**src/rtl/trim_burst_gen.sv**
```systemverilog
// trim_burst_gen -- trim burst sequencer feeding a BMC encoder.
//
// A START latches PATTERN and sends NUM_BURSTS bursts. Each burst is the
// latched byte repeated BYTES_PER_BURST times, LSB first. Bit timing comes
// from a phase accumulator, and bursts are separated by GAP_CYCLES idle
// cycles. After the last burst the block passes through VCONN and then
// SETTLE, which lasts FIN_CYCLES cycles. FIN pulses on the final SETTLE
// cycle.
//
// Optional feature, macro TRIM_VCONN_HS_EN:
//   defined   - VCONN waits for two consecutive low samples of VCONN_AND.
//   undefined - VCONN lasts one cycle and VCONN_AND is ignored.
//
// Ports:
//   CLK        in   clock (10 MHz nominal)
//   RSTB       in   asynchronous active-low reset
//   START      in   starts/restarts a sequence (level or pulse)
//   ABORT      in   synchronous abort to IDLE, wins over START
//   PATTERN    in   [7:0] byte pattern, latched when START is seen
//   VCONN_AND  in   VCONN status from analog
//   VCONN_OUT  out  combinational copy of START
//   BIT_OUT    out  registered serial bit, 0 outside SEND
//   BVLD       out  one-cycle strobe on the first cycle of every bit
//   BEN        out  high while a burst is being sent
//   BURST_IDX  out  [3:0] current burst, 1-based, 0 in IDLE
//   BUSY       out  high in every state except IDLE
//   FIN        out  one-cycle pulse at the end of a sequence
//   DBG_STATE  out  [2:0] current FSM state, for observation
//
// BVLD/BIT_OUT form a strobe interface with no back-pressure. The consumer
// must take the bit on the BVLD cycle, and BIT_OUT holds until the next
// BVLD.
module trim_burst_gen #(
   parameter int BYTES_PER_BURST = 8,
   parameter int NUM_BURSTS      = 5,
   parameter int RATE_INC        = 3,
   parameter int RATE_MOD        = 100,
   parameter int GAP_CYCLES      = 300,
   parameter int FIN_CYCLES      = 20000
) (
   input  logic       CLK,
   input  logic       RSTB,
   input  logic       START,
   input  logic       ABORT,
   input  logic [7:0] PATTERN,
   input  logic       VCONN_AND,
   output logic       VCONN_OUT,
   output logic       BIT_OUT,
   output logic       BVLD,
   output logic       BEN,
   output logic [3:0] BURST_IDX,
   output logic       BUSY,
   output logic       FIN,
   output logic [2:0] DBG_STATE
);

   typedef enum logic [2:0] {
      IDLE   = 3'd0,
      LOAD   = 3'd1,
      SEND   = 3'd2,
      GAP    = 3'd3,
      VCONN  = 3'd4,
      SETTLE = 3'd5
   } state_t;

   localparam int BITS  = 8 * BYTES_PER_BURST;
   localparam int BIT_W = $clog2(BITS);
   // Holds acc + RATE_INC, which peaks at RATE_MOD + RATE_INC - 1.
   localparam int ACC_W = $clog2(RATE_MOD + RATE_INC);
   localparam int GAP_W = $clog2(GAP_CYCLES + 1);
   localparam int FIN_W = $clog2(FIN_CYCLES + 1);

   localparam logic [BIT_W-1:0] BIT_LAST = BIT_W'(BITS - 1);
   localparam logic [ACC_W-1:0] ACC_INC  = ACC_W'(RATE_INC);
   localparam logic [ACC_W-1:0] ACC_MOD  = ACC_W'(RATE_MOD);
   localparam logic [GAP_W-1:0] GAP_LAST = GAP_W'(GAP_CYCLES - 1);
   localparam logic [FIN_W-1:0] FIN_LAST = FIN_W'(FIN_CYCLES - 1);
   localparam logic [3:0]       IDX_LAST = 4'(NUM_BURSTS);

   state_t            state_q, state_d;
   logic [ACC_W-1:0]  acc_q, acc_d;
   logic [BIT_W-1:0]  bit_cnt_q, bit_cnt_d;
   logic [GAP_W-1:0]  gap_cnt_q, gap_cnt_d;
   logic [FIN_W-1:0]  fin_cnt_q, fin_cnt_d;
   logic [7:0]        pat_q, pat_d;
   logic [3:0]        idx_q, idx_d;
   logic              bit_out_q, bit_out_d;
   logic              bvld_q, bvld_d;
   logic              ben_q, ben_d;
   logic              busy_q, busy_d;
   logic              fin_q, fin_d;
   logic [ACC_W-1:0]  acc_sum;
   logic [BIT_W-1:0]  bit_nxt;
`ifdef TRIM_VCONN_HS_EN
   logic              vlow_q, vlow_d;   // previous VCONN_AND sample was low
`else
   logic              unused_vconn_and;
   assign unused_vconn_and = VCONN_AND;
`endif

   assign acc_sum = acc_q + ACC_INC;
   assign bit_nxt = bit_cnt_q + BIT_W'(1);

   always_comb begin
      state_d   = state_q;
      acc_d     = acc_q;
      bit_cnt_d = bit_cnt_q;
      gap_cnt_d = gap_cnt_q;
      fin_cnt_d = fin_cnt_q;
      pat_d     = pat_q;
      idx_d     = idx_q;
      bit_out_d = 1'b0;
      bvld_d    = 1'b0;
`ifdef TRIM_VCONN_HS_EN
      vlow_d    = vlow_q;
`endif
      if (ABORT) begin
         state_d   = IDLE;
         acc_d     = '0;
         bit_cnt_d = '0;
         gap_cnt_d = '0;
         fin_cnt_d = '0;
         idx_d     = 4'd0;
      end else if (START) begin
         state_d   = LOAD;
         pat_d     = PATTERN;
         acc_d     = '0;
         bit_cnt_d = '0;
         gap_cnt_d = '0;
         fin_cnt_d = '0;
         idx_d     = 4'd1;
      end else begin
         case (state_q)
            LOAD: begin
               state_d   = SEND;
               acc_d     = '0;
               bit_cnt_d = '0;
               bvld_d    = 1'b1;
               bit_out_d = pat_q[0];
            end
            SEND: begin
               bit_out_d = bit_out_q;
               if (acc_sum >= ACC_MOD) begin
                  // Carry the remainder forward so the bit edges do not
                  // drift across the burst.
                  acc_d = acc_sum - ACC_MOD;
                  if (bit_cnt_q == BIT_LAST) begin
                     bit_out_d = 1'b0;
                     acc_d     = '0;
                     bit_cnt_d = '0;
                     if (idx_q < IDX_LAST) begin
                        state_d   = GAP;
                        gap_cnt_d = '0;
                     end else begin
                        state_d = VCONN;
`ifdef TRIM_VCONN_HS_EN
                        vlow_d  = 1'b0;
`endif
                     end
                  end else begin
                     bit_cnt_d = bit_nxt;
                     bvld_d    = 1'b1;
                     bit_out_d = pat_q[bit_nxt[2:0]];
                  end
               end else begin
                  acc_d = acc_sum;
               end
            end
            GAP: begin
               if (gap_cnt_q == GAP_LAST) begin
                  state_d   = SEND;
                  gap_cnt_d = '0;
                  idx_d     = idx_q + 4'd1;
                  acc_d     = '0;
                  bit_cnt_d = '0;
                  bvld_d    = 1'b1;
                  bit_out_d = pat_q[0];
               end else begin
                  gap_cnt_d = gap_cnt_q + GAP_W'(1);
               end
            end
            VCONN: begin
`ifdef TRIM_VCONN_HS_EN
               if (!VCONN_AND && vlow_q) begin
                  state_d   = SETTLE;
                  fin_cnt_d = '0;
                  vlow_d    = 1'b0;
               end else begin
                  vlow_d = !VCONN_AND;
               end
`else
               state_d   = SETTLE;
               fin_cnt_d = '0;
`endif
            end
            SETTLE: begin
               if (fin_cnt_q == FIN_LAST) begin
                  state_d   = IDLE;
                  fin_cnt_d = '0;
                  idx_d     = 4'd0;
               end else begin
                  fin_cnt_d = fin_cnt_q + FIN_W'(1);
               end
            end
            default: ;
         endcase
      end
      // Outputs are registered, so they are derived from the next state.
      ben_d  = (state_d == SEND);
      busy_d = (state_d != IDLE);
      fin_d  = (state_d == SETTLE) && (fin_cnt_d == FIN_LAST);
   end

   always_ff @(posedge CLK or negedge RSTB) begin
      if (!RSTB) begin
         state_q   <= IDLE;
         acc_q     <= '0;
         bit_cnt_q <= '0;
         gap_cnt_q <= '0;
         fin_cnt_q <= '0;
         pat_q     <= 8'd0;
         idx_q     <= 4'd0;
         bit_out_q <= 1'b0;
         bvld_q    <= 1'b0;
         ben_q     <= 1'b0;
         busy_q    <= 1'b0;
         fin_q     <= 1'b0;
`ifdef TRIM_VCONN_HS_EN
         vlow_q    <= 1'b0;
`endif
      end else begin
         state_q   <= state_d;
         acc_q     <= acc_d;
         bit_cnt_q <= bit_cnt_d;
         gap_cnt_q <= gap_cnt_d;
         fin_cnt_q <= fin_cnt_d;
         pat_q     <= pat_d;
         idx_q     <= idx_d;
         bit_out_q <= bit_out_d;
         bvld_q    <= bvld_d;
         ben_q     <= ben_d;
         busy_q    <= busy_d;
         fin_q     <= fin_d;
`ifdef TRIM_VCONN_HS_EN
         vlow_q    <= vlow_d;
`endif
      end
   end

   assign VCONN_OUT = START;
   assign BIT_OUT   = bit_out_q;
   assign BVLD      = bvld_q;
   assign BEN       = ben_q;
   assign BURST_IDX = idx_q;
   assign BUSY      = busy_q;
   assign FIN       = fin_q;
   assign DBG_STATE = state_q;

endmodule
```
**config.mk**
```make
export PLATFORM = sky130hd
export DESIGN_NAME = trim_burst_gen
export DESIGN_NICKNAME = d
export VERILOG_FILES = /design/src/rtl/trim_burst_gen.sv
export SDC_FILE = /design/constraint.sdc
export NUM_CORES = 1
export LEC_CHECK = 0
export CAP_MARGIN = 0
export CORE_MARGIN = 2
export CORE_UTILIZATION = 57
export CTS_CLUSTER_DIAMETER = 50
export DETAILED_ROUTE_END_ITERATION = 8
export PLACE_DENSITY = 0.77
export SYNTH_ARGS = -nofsm -noshare
export SYNTH_HDL_FRONTEND = slang
export SYNTH_SLANG_ARGS = --single-unit
```
**constraint.sdc**
```tcl
create_clock -name CLK -period 3.6 [get_ports CLK]
set_input_delay 0.54 -clock CLK [delete_from_list [all_inputs] [get_ports CLK]]
set_output_delay 0.54 -clock CLK [all_outputs]
set_load 0.02 [all_outputs]
```
==> impl_metrics.toml <==
[status]
outcome = "completed"

[final_layout]
final_common_cell = "dfrtp_1"
seqCellArea_um2 = 1430
drive_gt1_share_pct = 12.5
antenna_cells = 0
fin_nets = 452
nFillCells = 567
final_cell_mix = "57 x dfrtp_1, 31 x nor2_1, 31 x nand2_1, 26 x nand3_1, 23 x clkdlybuf4s50_1"
area_growth_pct = 11.0
multi_input_area_um2 = 2110

[place]
gp_congestion = 0.861
dp_hpwl_um = 5900
portBuffers = 24

[clocking]
htreeDepth = 3
post_cts_resized = 0
cts_root_buffer = "clkbuf_8"
clock_latency_ns = 0.34
cts_tree = "yes"
ctsHoldBuffers = 0
cts_sinks = 57
clockBufferDepth = 2
clkTransAtPathRegs_ns = 0.07
cts-buffers-inserted = 9
postCtsSetupBuffers = 0

[setup_path]
reg2reg_to = "BUSY"
path_class = "flip-flop to flip-flop"
reg2reg_from = "acc_q[0]"
crit_required_ns = 3.82
crit_top_cell = "ha_1"
cpPeakStageDelay_ns = 0.49
end_kind = "flip-flop"
arrival_ns = 2.89
crit_buf_inv = 1
r2r_setup_slack_ns = 0.93
crit_fanout = 11
cp_cell_sequence = "inv_1, ha_1, xnor2_1, ha_1, nand2_1, o21ai_4, nand3_2, o31a_1, or3_1"
crit_family = "simple AND/OR/NAND/NOR gates"
crit_slowest_cell = "dfrtp_1"
rr_worst_depth = 9
cp-start-kind = "flip-flop"

[pwr]
max-vdd-ir-drop_mv = 0.307
p_leak_nw = 1.68
power_density_nw_per_um2 = 376
power_mw = 1.58

[timing]
worst_slew_pin_slew_ns = 0.775
clock.fmax_mhz = 375
final.period_utilization_pct = 74.0
rsz0062_at_grt = "no"
slew_headroom_pct = 48.2
hold_violations = 0
slew_viol_final = 0
setup_viol = 0
fin_setup_tns_ns = 0
skew_ns = 0.00591
fin_crit_ns = 2.67

[global_routing]
antenna_found_initial = 0
grt_overflow_total = 0
grt_pass1_wl_um = 14600
track_usage_pct = 24.9
grt_pass1_vias = 3050
grt_max_degree = 33

[synth]
synthArstFlopShare_pct = 100
synth_edf_count = 0
synth_flop_cell = "dfrtp_1"
yosys_warnings = 0
syn_nets = 439
synth.distinct_cells = 80
ys_ff_latch = 57
yosys.area.top_type = "dfrtp_1"
synth_top_area_share_pct = 37.7
synth_area_leaders = "dfrtp_1 38%, ha_1 3.6%, nand3_1 3.4%"
syn_area_um2 = 3780
syn_avg_cell_area_um2 = 9.11
synth.yosys.seq_area_share_pct = 37.7
syn_inst = 415

[floorplan]
num_io_pins = 26
die_x_um = 85.4
core_area_um2 = 6390
initial_utilization_pct = 59.2
die_h_um = 85.4
row_count = 29
dieArea_um2 = 7300

[route]
ant_nets = 0
vias_per_cell = 6.36
drc = 0
vias = 3243
drt_iter0_markers = 277
dr.pass1.iters = 5
routed_wl_um = 8660
wl_per_cell_um = 17.0

[run]
cap_violations = 0

[hold_path]
hold_class = "primary input to asynchronous set/reset pin"
## kinds of logic after synthesis
kind of cell             share of synthesized area (%)
XOR/XNOR                                          4.40
buffers and inverters                             6.39
AND/OR/NAND/NOR                                   22.7
adder cells (fa/ha/maj)                           3.64
multiplexers                                      5.00
AO/OA/AOI/OAI                                     20.2
flip-flops                                        37.7
## per-layer routing
layer	wire, µm	track usage, %
met1	4060	34.0
met2	4130	40.4
met3	364	3.99
met4	107	8.51
met5	0	0
## synth_stat cells (all sizes together) (11+ instances only)
cell type  number
a21oi          20
and3           13
buf            11
clkbuf         13
dfrtp          57
ha             11
inv            22
mux2           11
nand2          31
nand3          27
nor2           33
o21ai          34
xnor2          11
## where the power goes
group	switching [mW]	internal (mW)
clock network	0.287	0.409
registers	0.0264	0.663
logic	0.108	0.0829
total	0.422	1.16
## through the flow
step	util (%)	worst slack, ns	cells	cell area [µm²]	hold slack (ns)
6_report	65.7	0.935	510	4200	0.213
3_3_place_gp	62.1	0.887	494	3970	0.470
3_5_place_dp	62.1	0.843	494	3970	0.479
4_1_cts	65.7	0.958	510	4200	0.237
5_1_grt	65.7	0.665	510	4200	0.255
2_1_floorplan	-	1.27	415	3780	0.244
## final cells by class
class                   instances  area share (%)
multi-input cells             312            50.3
flip-flops and latches         57            34.0
repair buffers                 26            5.96
clock buffers                  10            3.28
well taps                      77            2.30
clock inverters                 6            2.18
inverters                      22            1.97
## registers in the layout, summed over array words and instances (netlist names)
| signal | count |
|---|---|
| BURST_IDX | 4 |
| BIT_OUT | 1 |
| fin_cnt_q | 15 |
| gap_cnt_q | 9 |
| bit_cnt_q | 6 |
| BEN | 1 |
| DBG_STATE | 3 |
| acc_q | 7 |
| pat_q | 8 |
| BVLD | 1 |
| BUSY | 1 |
| FIN | 1 |
## worst max-delay path by stage
stage,start,to,slack (ns),depth (start not counted)
floorplan,acc_q[0],BUSY,1.27,11
finish,acc_q[0],BUSY,0.93,9
CTS,acc_q[0],BUSY,0.96,9
global placement,START,bit_cnt_q[1],0.89,6
detailed placement,START,bit_cnt_q[4],0.84,6
global route,DBG_STATE[1],FIN,0.66,8
No activity file was read; power rests on OpenSTA's default activity.
